$ cat config.mk
export PLATFORM = sky130hd
export DESIGN_NAME = font_fetch_ctrl
export DESIGN_NICKNAME = d
export VERILOG_FILES = /design/src/rtl/vga_text_pkg.sv /design/src/rtl/font_fetch_pipe.sv /design/src/rtl/font_fetch_ctrl.sv
export SDC_FILE = /design/constraint.sdc
export NUM_CORES = 1
export LEC_CHECK = 0
export ABC_AREA = 0
export CAP_MARGIN = 20
export CORE_AREA = 2 2 126 128
export CTS_BUF_LIST = sky130_fd_sc_hd__clkbuf_4
export DETAILED_ROUTE_END_ITERATION = 16
export DIE_AREA = 0 0 128 130
export PLACE_DENSITY = 0.68
export SYNTH_ARGS = -nofsm -noshare
export SYNTH_HDL_FRONTEND = slang
export SYNTH_SLANG_ARGS = --single-unit
$ cat constraint.sdc
create_clock -name clk -period 2.08 [get_ports clk]
set_input_delay 0.416 -clock clk [delete_from_list [all_inputs] [get_ports clk]]
set_output_delay 0.416 -clock clk [all_outputs]
set_load 0.03 [all_outputs]
$ cat src/rtl/vga_text_pkg.sv
// Shared types and geometry defaults for the VGA text-mode fetch path.
// Pure declarations: no latency, no flow control.
package vga_text_pkg;

    typedef enum logic [1:0] {
        ST_IDLE  = 2'd0,
        ST_FETCH = 2'd1,
        ST_DRAIN = 2'd2
    } fetch_state_e;

    localparam int COLS_DEF   = 40;
    localparam int ROWS_DEF   = 30;
    localparam int CHAR_H_DEF = 16;

    localparam int GLYPH_W = 16;
    localparam int GROW_W  = 4;
    localparam int COL_W   = 6;
    localparam int LINE_W  = 10;
    localparam int TXT_DW  = 8;

endpackage

$ cat src/rtl/font_fetch_pipe.sv
// S0-S2 glyph pipeline: text code -> font address -> pixel row write (optional cursor invert).
// Latency 2 cycles from S0 to line-buffer write; no backpressure, one column per cycle.
module font_fetch_pipe
    import vga_text_pkg::*;
#(
    parameter int FONT_AW = 8,
    parameter int CHAR_H  = CHAR_H_DEF
) (
    input  logic                      clk,
    input  logic                      rst,
    input  logic                      s0_vld,
    input  logic [COL_W-1:0]          s0_col,
    input  logic                      s0_blank,
    input  logic [GROW_W-1:0]         glyph_row,
`ifdef FONT_FETCH_CURSOR_EN
    input  logic                      cur_row_hit,
    input  logic [COL_W-1:0]          cur_col,
`endif
    input  logic [TXT_DW-1:0]         txt_data,
    input  logic [CHAR_H*GLYPH_W-1:0] font_data,
    output logic [FONT_AW-1:0]        font_addr,
    output logic                      s2_vld,
    output logic                      lb_we,
    output logic [COL_W-1:0]          lb_waddr,
    output logic [GLYPH_W-1:0]        lb_wdata
);

    localparam int SL_W = $clog2(CHAR_H * GLYPH_W);

    logic               s1_vld_q, s1_vld_d;
    logic [COL_W-1:0]   s1_col_q, s1_col_d;
    logic               s1_blank_q, s1_blank_d;
    logic               s2_vld_q, s2_vld_d;
    logic [COL_W-1:0]   s2_col_q, s2_col_d;
    logic               s2_blank_q, s2_blank_d;
    logic [SL_W-1:0]    slice_lsb;
    logic [GLYPH_W-1:0] glyph;

    always_comb begin
        s1_vld_d   = s0_vld;
        s1_col_d   = s0_col;
        s1_blank_d = s0_blank;
        s2_vld_d   = s1_vld_q;
        s2_col_d   = s1_col_q;
        s2_blank_d = s1_blank_q;
    end

    always_ff @(posedge clk) begin
        if (rst) begin
            s1_vld_q   <= 1'b0;
            s1_col_q   <= '0;
            s1_blank_q <= 1'b0;
            s2_vld_q   <= 1'b0;
            s2_col_q   <= '0;
            s2_blank_q <= 1'b0;
        end else begin
            s1_vld_q   <= s1_vld_d;
            s1_col_q   <= s1_col_d;
            s1_blank_q <= s1_blank_d;
            s2_vld_q   <= s2_vld_d;
            s2_col_q   <= s2_col_d;
            s2_blank_q <= s2_blank_d;
        end
    end

    // Outputs are gated by stage valid so idle/reset presents all-zero buses.
    always_comb begin
        slice_lsb = SL_W'(glyph_row) << $clog2(GLYPH_W);
        glyph     = font_data[slice_lsb +: GLYPH_W];
        font_addr = '0;
        if (s1_vld_q && !s1_blank_q) begin
            font_addr = FONT_AW'(txt_data);
        end
        s2_vld   = s2_vld_q;
        lb_we    = s2_vld_q;
        lb_waddr = s2_vld_q ? s2_col_q : '0;
        lb_wdata = '0;
        if (s2_vld_q && !s2_blank_q) begin
            lb_wdata = glyph;
`ifdef FONT_FETCH_CURSOR_EN
            if (cur_row_hit && (s2_col_q == cur_col)) begin
                lb_wdata = glyph ^ {GLYPH_W{1'b1}};
            end
`endif
        end
    end

endmodule

$ cat src/rtl/font_fetch_ctrl.sv
// Per-scanline glyph prefetch into the line buffer; cursor invert under FONT_FETCH_CURSOR_EN.
// First write 3 cycles after line_start, done at COLS+3; no backpressure, requests while busy flag overrun.
module font_fetch_ctrl
    import vga_text_pkg::*;
#(
    parameter int COLS    = COLS_DEF,
    parameter int ROWS    = ROWS_DEF,
    parameter int CHAR_H  = CHAR_H_DEF,
    parameter int FONT_AW = 8,
    parameter int TXT_AW  = 11
) (
    input  logic                      clk,
    input  logic                      rst,
    input  logic                      line_start,
    input  logic [LINE_W-1:0]         line_y,
    output logic                      busy,
    output logic                      done,
    output logic                      overrun,
    output logic [TXT_AW-1:0]         txt_addr,
    input  logic [TXT_DW-1:0]         txt_data,
    output logic [FONT_AW-1:0]        font_addr,
    input  logic [CHAR_H*GLYPH_W-1:0] font_data,
`ifdef FONT_FETCH_CURSOR_EN
    input  logic [COL_W-1:0]          cursor_col,
    input  logic [4:0]                cursor_row,
    input  logic                      cursor_on,
`endif
    output logic                      lb_we,
    output logic [COL_W-1:0]          lb_waddr,
    output logic [GLYPH_W-1:0]        lb_wdata
);

    localparam int TROW_W = LINE_W - GROW_W;

    fetch_state_e        state_q, state_d;
    logic [COL_W-1:0]    col_q, col_d;
    logic [TXT_AW-1:0]   base_q, base_d;
    logic [GROW_W-1:0]   glyph_row_q, glyph_row_d;
    logic                blank_q, blank_d;
`ifdef FONT_FETCH_CURSOR_EN
    logic                cur_row_hit_q, cur_row_hit_d;
    logic [COL_W-1:0]    cur_col_q, cur_col_d;
`endif

    logic [TROW_W-1:0]   text_row;
    logic                row_oor;
    logic                s0_vld;
    logic                s2_vld;
    logic                start_ok;

    assign text_row = line_y[LINE_W-1:GROW_W];
    assign row_oor  = (32'(text_row) >= 32'(ROWS));

    always_ff @(posedge clk) begin
        if (rst) begin
            state_q     <= ST_IDLE;
            col_q       <= '0;
            base_q      <= '0;
            glyph_row_q <= '0;
            blank_q     <= 1'b0;
`ifdef FONT_FETCH_CURSOR_EN
            cur_row_hit_q <= 1'b0;
            cur_col_q     <= '0;
`endif
        end else begin
            state_q     <= state_d;
            col_q       <= col_d;
            base_q      <= base_d;
            glyph_row_q <= glyph_row_d;
            blank_q     <= blank_d;
`ifdef FONT_FETCH_CURSOR_EN
            cur_row_hit_q <= cur_row_hit_d;
            cur_col_q     <= cur_col_d;
`endif
        end
    end

    always_comb begin
        state_d     = state_q;
        col_d       = col_q;
        base_d      = base_q;
        glyph_row_d = glyph_row_q;
        blank_d     = blank_q;
`ifdef FONT_FETCH_CURSOR_EN
        cur_row_hit_d = cur_row_hit_q;
        cur_col_d     = cur_col_q;
`endif
        start_ok = 1'b0;
        case (state_q)
            ST_IDLE:  start_ok = line_start;
            ST_FETCH: begin
                col_d = col_q + 1'b1;
                if (col_q == COL_W'(COLS - 1)) begin
                    state_d = ST_DRAIN;
                end
            end
            ST_DRAIN: begin
                if (!s2_vld) begin
                    state_d  = ST_IDLE;
                    start_ok = line_start;
                end
            end
            default:  state_d = ST_IDLE;
        endcase
        // A request coinciding with done restarts straight from DRAIN.
        if (start_ok) begin
            state_d     = ST_FETCH;
            col_d       = '0;
            glyph_row_d = line_y[GROW_W-1:0];
            blank_d     = row_oor;
            base_d      = row_oor ? '0 : TXT_AW'(text_row) * TXT_AW'(COLS);
`ifdef FONT_FETCH_CURSOR_EN
            cur_row_hit_d = cursor_on && (text_row == TROW_W'(cursor_row));
            cur_col_d     = cursor_col;
`endif
        end
    end

    always_comb begin
        busy     = 1'b0;
        done     = 1'b0;
        s0_vld   = 1'b0;
        txt_addr = '0;
        case (state_q)
            ST_FETCH: begin
                busy   = 1'b1;
                s0_vld = 1'b1;
                if (!blank_q) begin
                    txt_addr = base_q + TXT_AW'(col_q);
                end
            end
            ST_DRAIN: begin
                busy = s2_vld;
                done = !s2_vld;
            end
            default: ;
        endcase
        overrun = line_start && busy;
    end

    font_fetch_pipe #(
        .FONT_AW (FONT_AW),
        .CHAR_H  (CHAR_H)
    ) u_pipe (
        .clk         (clk),
        .rst         (rst),
        .s0_vld      (s0_vld),
        .s0_col      (col_q),
        .s0_blank    (blank_q),
        .glyph_row   (glyph_row_q),
`ifdef FONT_FETCH_CURSOR_EN
        .cur_row_hit (cur_row_hit_q),
        .cur_col     (cur_col_q),
`endif
        .txt_data    (txt_data),
        .font_data   (font_data),
        .font_addr   (font_addr),
        .s2_vld      (s2_vld),
        .lb_we       (lb_we),
        .lb_waddr    (lb_waddr),
        .lb_wdata    (lb_wdata)
    );

endmodule
After elaboration in Yosys (flattened, before gate mapping)
Cells that the tools add are included.
Widths: inputs -> output; s select.
{"block": "totals", "regBits": 40, "latchBits": 0, "mem_bits_rw": 0, "rom_bits": 0, "in_bits": 277, "out_inout_bits": 45, "elab_cells": 51, "memories": 0}
{"block": "classes", "n_addsub": 2, "n_mul": 1, "div_mod_pow": 0, "magnitude_cmp": 1, "eq_ne": 8, "shifts": 1, "mux": 15, "bitwise": 1, "n_reduce_logical": 10}
{"operator": "$shiftx 256x9->16", "n": 1}
{"operator": "$mux 11", "n": 3}
{"operator": "$mux 16", "n": 1}
{"operator": "$add 11x6->11", "n": 1}
{"operator": "$mul 6x3->8 const B", "n": 1}
{"operator": "$mux 8", "n": 1}
{"operator": "$add 6x1->6 const B", "n": 1}
{"operator": "$eq 6x6->1 const B", "n": 1}
{"operator": "$ge 6x5->1 const B", "n": 1}
{"operator": "$mux 6", "n": 1}
{"operator": "$ne 2x2->1 const B", "n": 3}
{"operator": "$ne 3x3->1 const B", "n": 2}
{"operator": "$pmux 2 s3", "n": 1}
{"operator": "$reduce_and 3->1", "n": 2}
{"operator": "$mux 1", "n": 4}
{"operator": "$mux 2", "n": 2}
{"operator": "$pmux 1 s2", "n": 2}
{"operator": "$logic_and 1x1->1", "n": 3}
{"operator": "$logic_not 1->1", "n": 3}
{"operator": "$eq 2x1->1 const B", "n": 1}
{"operator": "$eq 2x2->1 const B", "n": 1}
{"operator": "$logic_not 2->1", "n": 1}
{"operator": "$reduce_or 2->1", "n": 1}
{"operator": "$not 1->1", "n": 1}

Longest topological paths before layout
{"block": "depth", "ltp_word": 4, "depth_mapped": 8, "mapped_depth_nobuf": 8}

Cells and area by module
Synthesis repeated with hierarchy kept, for this count alone.
{"block": "hier_totals", "hier_cells": 446, "area_unflattened_um2": 4107.7}
{"module": "font_fetch_pipe", "n_inst": 1, "cells_each": 298, "area_per_inst_um2": 2800.2, "seq_area_each_um2": 320.3}
{"module": "font_fetch_ctrl", "n_inst": 1, "cells_each": 148, "area_per_inst_um2": 1307.5, "seq_area_each_um2": 420.4}

Worst setup path before layout
OpenSTA, ideal clock, no wires.
{"block": "synth_path", "path_type": "reg-to-output", "from": "register u_pipe.s2_vld_q, in the netlist u_pipe.lb_we", "to": "output lb_wdata[10]", "arrival_time_ns": 1.862, "required_ns": 1.664, "slack_ns": -0.198, "stages_incl_launch_ff": 6, "path_buffers": 3, "cell_sequence": "dfxtp_1 buf_4 or3b_1 buf_2 buf_2 o22ai_1"}
{"block": "synth_via", "elab_chain_len": 2}
{"item": "start: declaration", "line": "font_fetch_pipe.sv:33", "source": "logic s2_vld_q, s2_vld_d;"}
{"item": "start signal: assignment", "line": "font_fetch_pipe.sv:60", "source": "s2_vld_q <= s2_vld_d;"}
{"item": "$logic_and 1x1->1", "line": "font_fetch_pipe.sv:78", "source": "if (s2_vld_q && !s2_blank_q) begin"}
{"item": "$mux 16", "line": "font_fetch_pipe.sv:78"}
{"item": "end: declaration", "line": "font_fetch_ctrl.sv:30", "source": "output logic [GLYPH_W-1:0] lb_wdata"}
Every way passes these cells.

Worst setup path after layout
{"block": "layout_path", "from": "register glyph_row_q[0]", "to": "output lb_wdata[7]"}
{"block": "layout_via", "elab_chain_len": 2}
{"item": "start: declaration", "line": "font_fetch_ctrl.sv:38", "source": "logic [GROW_W-1:0] glyph_row_q, glyph_row_d;"}
{"item": "start signal: assignment", "line": "font_fetch_ctrl.sv:69", "source": "glyph_row_q <= glyph_row_d;"}
{"item": "$shiftx 256x9->16", "line": "font_fetch_pipe.sv:69", "source": "glyph = font_data[slice_lsb +: GLYPH_W];"}
{"item": "$mux 16", "line": "font_fetch_pipe.sv:78"}
Every way passes these cells.

==> Implementation_results.wiki <==
{| class="wikitable"
! Metric !! Value
|-
| Run status || finished, violations left
|-
| Violations in the final reports || setup timing
|-
| Fin. Hold Viols || 0
|-
| Async set-or-reset flop fraction in the synthesized netlist || 0
|-
| CP max-delay cell || sky130_fd_sc_hd__dfxtp_4
|-
| Final Critical Period || 2.37 ns
|-
| Most frequently used flop master after synthesis || sky130_fd_sc_hd__dfxtp_1
|-
| Critical path arrival || 1.96 ns
|-
| Number of maximum-capacitance violations || 0
|-
| Period Utilization, post-route || 1.14
|-
| H-Tree Depth || 2
|-
| Worst Slack Setup Final || -0.292 ns
|-
| Path class of the lowest-slack min-delay path || flip-flop to flip-flop
|-
| Clk buf depth || 2
|-
| First-pass GRT wire length || 28.6 mm
|-
| Post-DR vias/cell || 4.94
|-
| Number of port buffers || 321
|-
| Die height || 130 microns
|-
| Die area || 16600 sq um
|-
| Peak Freq || 0.422 GHz
|-
| Gate count of the mapped netlist || 451
|-
| Yosys Warn Count || 0
|-
| Crit path top cell by count || sky130_fd_sc_hd__buf_12
|-
| Critical Path Start Type || flip-flop
|-
| Routed Antenna Nets || 0
|-
| Count of non-filler cells in the finished layout || 1008
|-
| Count of routing violations after the opening detailed-route iteration || 214
|-
| Cell total after placement || 978
|-
| Post-DP HPWL || 16.5 mm
|-
| Total power || 2.78 mW
|-
| Number of global-route vias before repair || 5021
|-
| Chip Width || 128 microns
|-
| Clock network latency to the later pin of the worst-skew pair || 0.35 ns
|-
| Top-Level Pins || 322
|-
| Placement Rows || 46
|-
| Worst Clk Skew || 0.0163 ns
|-
| Critical Path RT || 1.66 ns
|-
| Count of hold buffers inserted by post-cts repair || 0
|-
| Number of synthesized register bits || 37
|-
| Detailed-route wire length per cell || 20.0 microns
|-
| Fill cell count || 1336
|-
| Inserted Clock Buffers || 5
|-
| Post-synthesis sequential area ratio || 0.179
|-
| Drt first pass iters || 5
|-
| Total congestion overflow after global routing || 0
|-
| Fraction of final layout cells sized beyond drive strength 1 || 0.247
|-
| Worst-margin pin slew || 0.513 ns
|-
| Longest individual stage delay on the worst path || 0.41 ns
|-
| Total clock sinks || 37
|-
| Highest-count cells in the layout ignoring fill and taps || 277 x sky130_fd_sc_hd__clkdlybuf4s50_1, 110 x sky130_fd_sc_hd__mux2i_1, 57 x sky130_fd_sc_hd__buf_4
|-
| Pin count of the biggest net entering global routing || 26
|-
| Post-layout nets || 1108
|-
| Clock Pin Slew Worst Setup and Hold Paths || 0.11 ns
|-
| Final routed DRC violation total || 0
|-
| CP Capture Type || output port
|-
| Largest fanout on the critical path || 8
|-
| Final Routed Wirelength || 20.2 mm
|-
| Crit path cell chain || buf_12, buf_12, buf_4, mux2i_1, a22oi_1, nand2_1, o22ai_2, buf_6
|-
| Initial cell density of the core || 0.268
|-
| Final GP Congestion || 0.847
|-
| Root Buffer Master || sky130_fd_sc_hd__clkbuf_4
|-
| Antenna violations before repair || 0
|-
| Pre-CTS worst setup slack || -0.526 ns
|-
| Via count of the routed design || 4978
|-
| Category of the critical setup timing path || flip-flop to output port
|-
| Clock tree from TritonCTS || yes
|-
| Standard cell core area || 15400 sq um
|-
| Final Slew Violations || 0
|-
| Worst hold slack across all endpoints || 0.449 ns
|-
| Setup Viol. Count Final || 22
|-
| Overall track demand over capacity in global routing || 0.222
|-
| Power density relative to cell area || 322 nW/um^2
|-
| Distinct cell type count after synthesis || 44
|-
| Leakage Power || 3.36 nW
|-
| Headroom to the max-slew limit || 0.656
|-
| Mean Syn Cell Area || 9.16 sq um
|-
| Worst vdd ir || 0.254 mV
|-
| Unrepaired setup endpoints after global routing || true
|-
| Syn nets || 745
|-
| Post-Synthesis Cell Area || 4130 sq um
|-
| Number of flops mapped to enable cells by yosys || 0
|-
| Growth of design area from synthesis to finish || 109%
|-
| Most common cell after layout, fill and taps aside || sky130_fd_sc_hd__clkdlybuf4s50_1
|}
area by class of cell:
cell class / instances / area [sq um] / share of cell area
Inverter: 6 / 25.0 / 0.00290
Antenna cell: 1 / 2.50 / 0.000290
Clock inverter: 2 / 13.8 / 0.00160
Clock buffer: 6 / 45.0 / 0.00523
Timing Repair Buffer: 392 / 4110 / 0.477
Sequential cell: 37 / 762 / 0.0884
Multi-Input combinational cell: 372 / 3420 / 0.397
Tap cell: 192 / 240 / 0.0279
cell usage after synthesis, drive strengths merged (7+ instances only):
cell   number  area share
a21oi      10       0.012
a22o        8       0.017
nand2      32       0.029
and2       22       0.033
buf        31       0.078
mux2i     119        0.29
ha         15       0.045
nor2       19       0.018
nor2b      24       0.038
xnor2       7       0.015
a22oi      54       0.098
o21ai       9       0.014
o22ai      11       0.017
dfxtp      37        0.18
worst max-delay path, delay by kind of cell (launching register included):
kind / cells / cell delay [ns]
buffers and inverters: 4 / 0.58
AOI/OAI and AO/OA: 2 / 0.38
muxes: 1 / 0.13
DFF: 1 / 0.41
and+or+nand+nor: 1 / 0.12
layer usage:
| metal | global-route usage | vias up | part of all wire |
|---|---|---|---|
| li1 | - | 2414 | - |
| met2 | 0.389 | 201 | 0.49 |
| met5 | 0 | - | 0 |
| met4 | 0.0394 | 0 | 0.016 |
| met1 | 0.280 | 2340 | 0.41 |
| met3 | 0.0574 | 23 | 0.078 |
cells by family after synthesis:
group,count (synthesis),synth area share
mux,129,0.331
simple gates,112,0.143
compound gates,103,0.180
buf+inv,42,0.0879
flops,37,0.179
fa+ha+maj,17,0.0551
xor+xnor,11,0.0233
flip-flops by register name, summed over array words and instances, names as in the netlist:
register	cells
base_q	8
blank_q	1
col_q	6
glyph_row_q	4
state_q	2
u_pipe.lb_we	1
u_pipe.s1_blank_q	1
u_pipe.s1_col_q	6
u_pipe.s1_vld_q	1
u_pipe.s2_blank_q	1
u_pipe.s2_col_q	6
worst paths after layout:
check,slack (ns),depth (start not counted),start,to
max,-0.29,8,glyph_row_q[0],lb_wdata[7]
min,0.45,1,u_pipe.s1_col_q[3],u_pipe.s2_col_q[3]
max reg2reg,0.30,6,state_q[1],base_q[5]
min reg2reg,0.45,1,u_pipe.s1_col_q[3],u_pipe.s2_col_q[3]
report_power, final:
part	total [mW]	internal, mW	switching, mW
sequential	0.765	0.732	0.0321
clock	0.390	0.146	0.243
combinational	1.62	0.982	0.640
metrics by stage:
| stage | area (sq um) | setup TNS (ns) | util |
|---|---|---|---|
| 5_1_grt | 8610 | -6.81 | 0.558 |
| 3_5_place_dp | 7800 | -2.89 | 0.506 |
| 3_3_place_gp | 7800 | -2.78 | 0.506 |
| 4_1_cts | 8380 | -5.55 | 0.543 |
| 2_1_floorplan | 4210 | 0 | - |
| 6_report | 8620 | -4.74 | 0.559 |
what timing repair did:
item	CTS	global route
gates cloned	3	2
gates resized for setup	95	46
endpoints found under the setup margin	30	38
pin swaps	36	34
setup buffers	12	7
Note: power is estimated with default switching activity, not from simulation.
==> patch 1 (config.mk and constraints unchanged) <==
`TXT_AW`: 11 -> 12.
--- a/src/rtl/font_fetch_ctrl.sv
+++ b/src/rtl/font_fetch_ctrl.sv
@@ -8,5 +8,5 @@
     parameter int CHAR_H  = CHAR_H_DEF,
     parameter int FONT_AW = 8,
-    parameter int TXT_AW  = 11
+    parameter int TXT_AW  = 12
 ) (
     input  logic                      clk,
Ports: changed (resized txt_addr); port bits go from 322 to 323. The function was not compared with the original's and may differ.
==> patch 1 against the original RTL <==
The flow still finishes with violations (setup timing); global-route usage up 0.19 points; setup slack worse by 71 ps; combinational power fell by 9%; cell count decreased by 1.5%; area after synthesis is 0.91% lower; sequential cell count up 1; power is 5.4% lower; synthesized cell count down 7.5%; design area down 2.2%; via count decreased by 1.0%; first-iteration DRC count is 3.7% lower; register-to-register slack improved by 60 ps; count of clock-buffer cells in the layout decreased by 1; routed wire length down 0.17%; critical endpoint is now lb_wdata[14].
==> patch 1: results <==
set metrics [dict create \
    setup_tns_ps -6450 \
    multi_input_gates 346 \
    p_leak_nw 3.30 \
    seq_power_share_pct 29.6 \
    drive_gt1_share_pct 26.8 \
    buffers 406 \
    grt_usage_pct 22.4 \
    clock_power_mw 0.376 \
    fin_util_pct 54.6 \
    finalSetupViolCount 23 \
    post-place-ws_ps -805 \
    bufAreaShareNonClock_pct 48.0 \
    seq_area_um2 781 \
    port_buffers 322 \
    routed_wl_mm 20.1 \
    multi_input_area_um2 3290 \
    ys_top_cells_by_count "mux2i_1, dfxtp_1, nand2_1, a22oi_1, and2_1" \
    viasPerCell 4.96 \
    antenna_found_initial 1 \
    violations "setup timing" \
    post_cts_buffers 13 \
    syn-num-nets 711 \
    detailed_place_hpwl_mm 16.5 \
    synth-compound-area-share_pct 15.1 \
    dr_wl_met3_mm 1.49 \
    status "finished with violations" \
    drt_iter0_drc 206 \
    vias 4928 \
    grt_first_pass_wirelength_mm 28.7 \
    irDropWorstVdd_mv 0.335 \
    largest_reg_flops 9 \
    inv_count 2 \
    max_stage_delay_ps 390 \
    synth_top_cells_by_area "mux2i_1, dfxtp_1, mux4_1" \
    skew_ps 6.79 \
    powerSeq_mw 0.777 \
    synth_mux_area_share_pct 35.5 \
    clock-sinks 38 \
    dr.pass1.iters 4 \
    place_congestion 0.879 \
    fillCellCount 1358 \
    fin_nets 1093 \
    multi_input_area_share_pct 39.1 \
    placed_area_um2 7830 \
    globalRouteMet3Util_pct 5.17 \
    synthAdderAreaFrac_pct 5.56 \
    setup_slack_ps -363 \
    nClkBuffers 5 \
    wl_met1_mm 7.56 \
    clock_tree_area_fraction_pct 0.639 \
    grt.met2_usage_pct 41.8 \
    dp_cells 964 \
]
-- patch 1: cell types whose count changed in the layout (fill, tap and decap cells not counted), sizes merged, moves of 7 or more --
cell         delta
mux2i          -37
o22ai          -11
o211ai         +10
a22oi          -29
mux4           +21
a221oi          +7
buf            +14
nand3           +7
dlygate4sd2     +7
o21ai           +7
-- patch 1: path summary, 6_finish.rpt --
path | slack [ps] | from | to
setup / recovery | -360 | glyph_row_q[0] | lb_wdata[14]
hold / removal | 450 | u_pipe.s1_col_q[3] | u_pipe.s2_col_q[3]
setup reg to reg | 360 | state_q[0] | state_q[1]
hold reg to reg | 450 | u_pipe.s1_col_q[3] | u_pipe.s2_col_q[3]
-- patch 1: cell families after synthesis --
family          count (synthesis)
flops                          38
compound gates                 84
xor+xnor                       13
simple gates                  123
mux                           108
fa+ha+maj                      17
buf+inv                        34
==> patch 2 (same flow settings) <==
Made on the original files. Register the output `font_addr`, cleared by the reset; this adds one clock of latency there. The other outputs are not delayed to match.
--- a/src/rtl/font_fetch_ctrl.sv
+++ b/src/rtl/font_fetch_ctrl.sv
@@ -32,4 +32,6 @@
 
     localparam int TROW_W = LINE_W - GROW_W;
+
+    logic [FONT_AW-1:0] font_addr_d;
 
     fetch_state_e        state_q, state_d;
@@ -155,5 +157,5 @@
         .txt_data    (txt_data),
         .font_data   (font_data),
-        .font_addr   (font_addr),
+        .font_addr   (font_addr_d),
         .s2_vld      (s2_vld),
         .lb_we       (lb_we),
@@ -162,3 +164,11 @@
     );
 
+    always_ff @(posedge clk) begin
+        if (rst) begin
+            font_addr <= '0;
+        end else begin
+            font_addr <= font_addr_d;
+        end
+    end
+
 endmodule
Function: changed (Yosys sat finds a counterexample within 4 cycles, from zero or initial values and one cycle with rst high).
==> patch 2 against the original RTL <==
The run still ends with setup timing left; hold slack improved by 4.5 ps; sequential cell count grew 8; routed wire length is 4.7% higher; sequential share of layout area up 1.7 points; setup slack worse by 200 ps; non-clock buffer count up 13; cell count rose by 1.2%; power is 10% higher; synthesized cell count down 0.44%; area after synthesis is 3.4% higher; design area rose by 0.87%; critical path type unchanged; highest routed layer is now met5.
==> patch 2: results <==
set metrics [dict create \
    syn-num-nets 744 \
    reg2reg_to "base_q[7]" \
    globalRouteMet3Util_pct 5.29 \
    post_cts_resized 79 \
    synth_mux_area_share_pct 32.5 \
    status "finished with violations" \
    detailed_place_hpwl_mm 17.7 \
    irDropWorstVdd_mv 0.273 \
    finalSetupViolCount 23 \
    synth-compound-area-share_pct 16.1 \
    wl_per_cell_um 20.7 \
    dr_wl_met2_mm 10.3 \
    grt_usage_pct 23.4 \
    setup_slack_ps -487 \
    synthAdderAreaFrac_pct 5.62 \
    grt_max_degree 18 \
    synth_xor_area_share_pct 2.26 \
    r2r_start "state_q[0]" \
    violations "setup timing" \
    hold_start "u_pipe.s1_col_q[2]" \
    clk_pin_slew_ps 150 \
    r2r_slack_ps 270 \
    skew_ps 18.3 \
    post_cts_buffers 16 \
    clk_latency_ps 370 \
    max_stage_delay_ps 480 \
    dr.max_layer_used "met5" \
    seq_area_frac_synth_pct 21.1 \
    fillCellCount 1349 \
    drive_gt1_share_pct 25.3 \
]
[patch 2: layout make-up]
| cell class | instances | area share [%] |
|---|---|---|
| Timing Repair Buffer | 405 | 46.3 |
| Sequential cell | 45 | 10.6 |
| Tap cell | 192 | 2.76 |
| Multi-Input combinational cell | 362 | 39.0 |
| Clock inverter | 3 | 0.576 |
| Clock buffer | 5 | 0.432 |
| Inverter | 7 | 0.302 |
| Antenna cell | 1 | 0.0288 |
[patch 2: power by group]
part / internal, mW / switching [mW] / leakage (nW)
combinational: 0.972 / 0.596 / 2.95
sequential: 0.889 / 0.0267 / 0.369
clock: 0.263 / 0.311 / 0.0473
total: 2.12 / 0.934 / 3.36
[patch 2: how the worst max path moves through the flow]
| stage | slack, ps | to | startpoint |
|---|---|---|---|
| 3_3_place_gp | -730 | lb_wdata[13] | font_data[45] |
| 5_1_grt | -570 | lb_wdata[7] | glyph_row_q[0] |
| 4_1_cts | -530 | lb_wdata[7] | glyph_row_q[0] |
| 3_5_place_dp | -690 | lb_wdata[13] | font_data[45] |
| 2_1_floorplan | -9 | lb_wdata[13] | u_pipe.lb_we |
| 6_report | -490 | lb_wdata[7] | glyph_row_q[0] |
[patch 2: through the flow]
step	hold slack (ps)	instance area, um2	setup TNS, ps	std cells	setup WS [ps]
after global placement	419	7950	-4060	992	-725
final	454	8690	-7140	1020	-487
after global routing	446	8690	-8870	1019	-565
after detailed placement	422	7950	-4270	992	-686
after floorplan	414	4290	-44.2	449	-8.84
after CTS	448	8430	-8380	1017	-526
[patch 2: cells by family after synthesis]
kind of cell               count (synthesis)
muxes                                    118
xor gates and xnor gates                  11
buffers and inverters                     42
and+or+nand+nor                          120
DFF                                       45
adders and majority gates                 18
AOI/OAI and AO/OA                         95
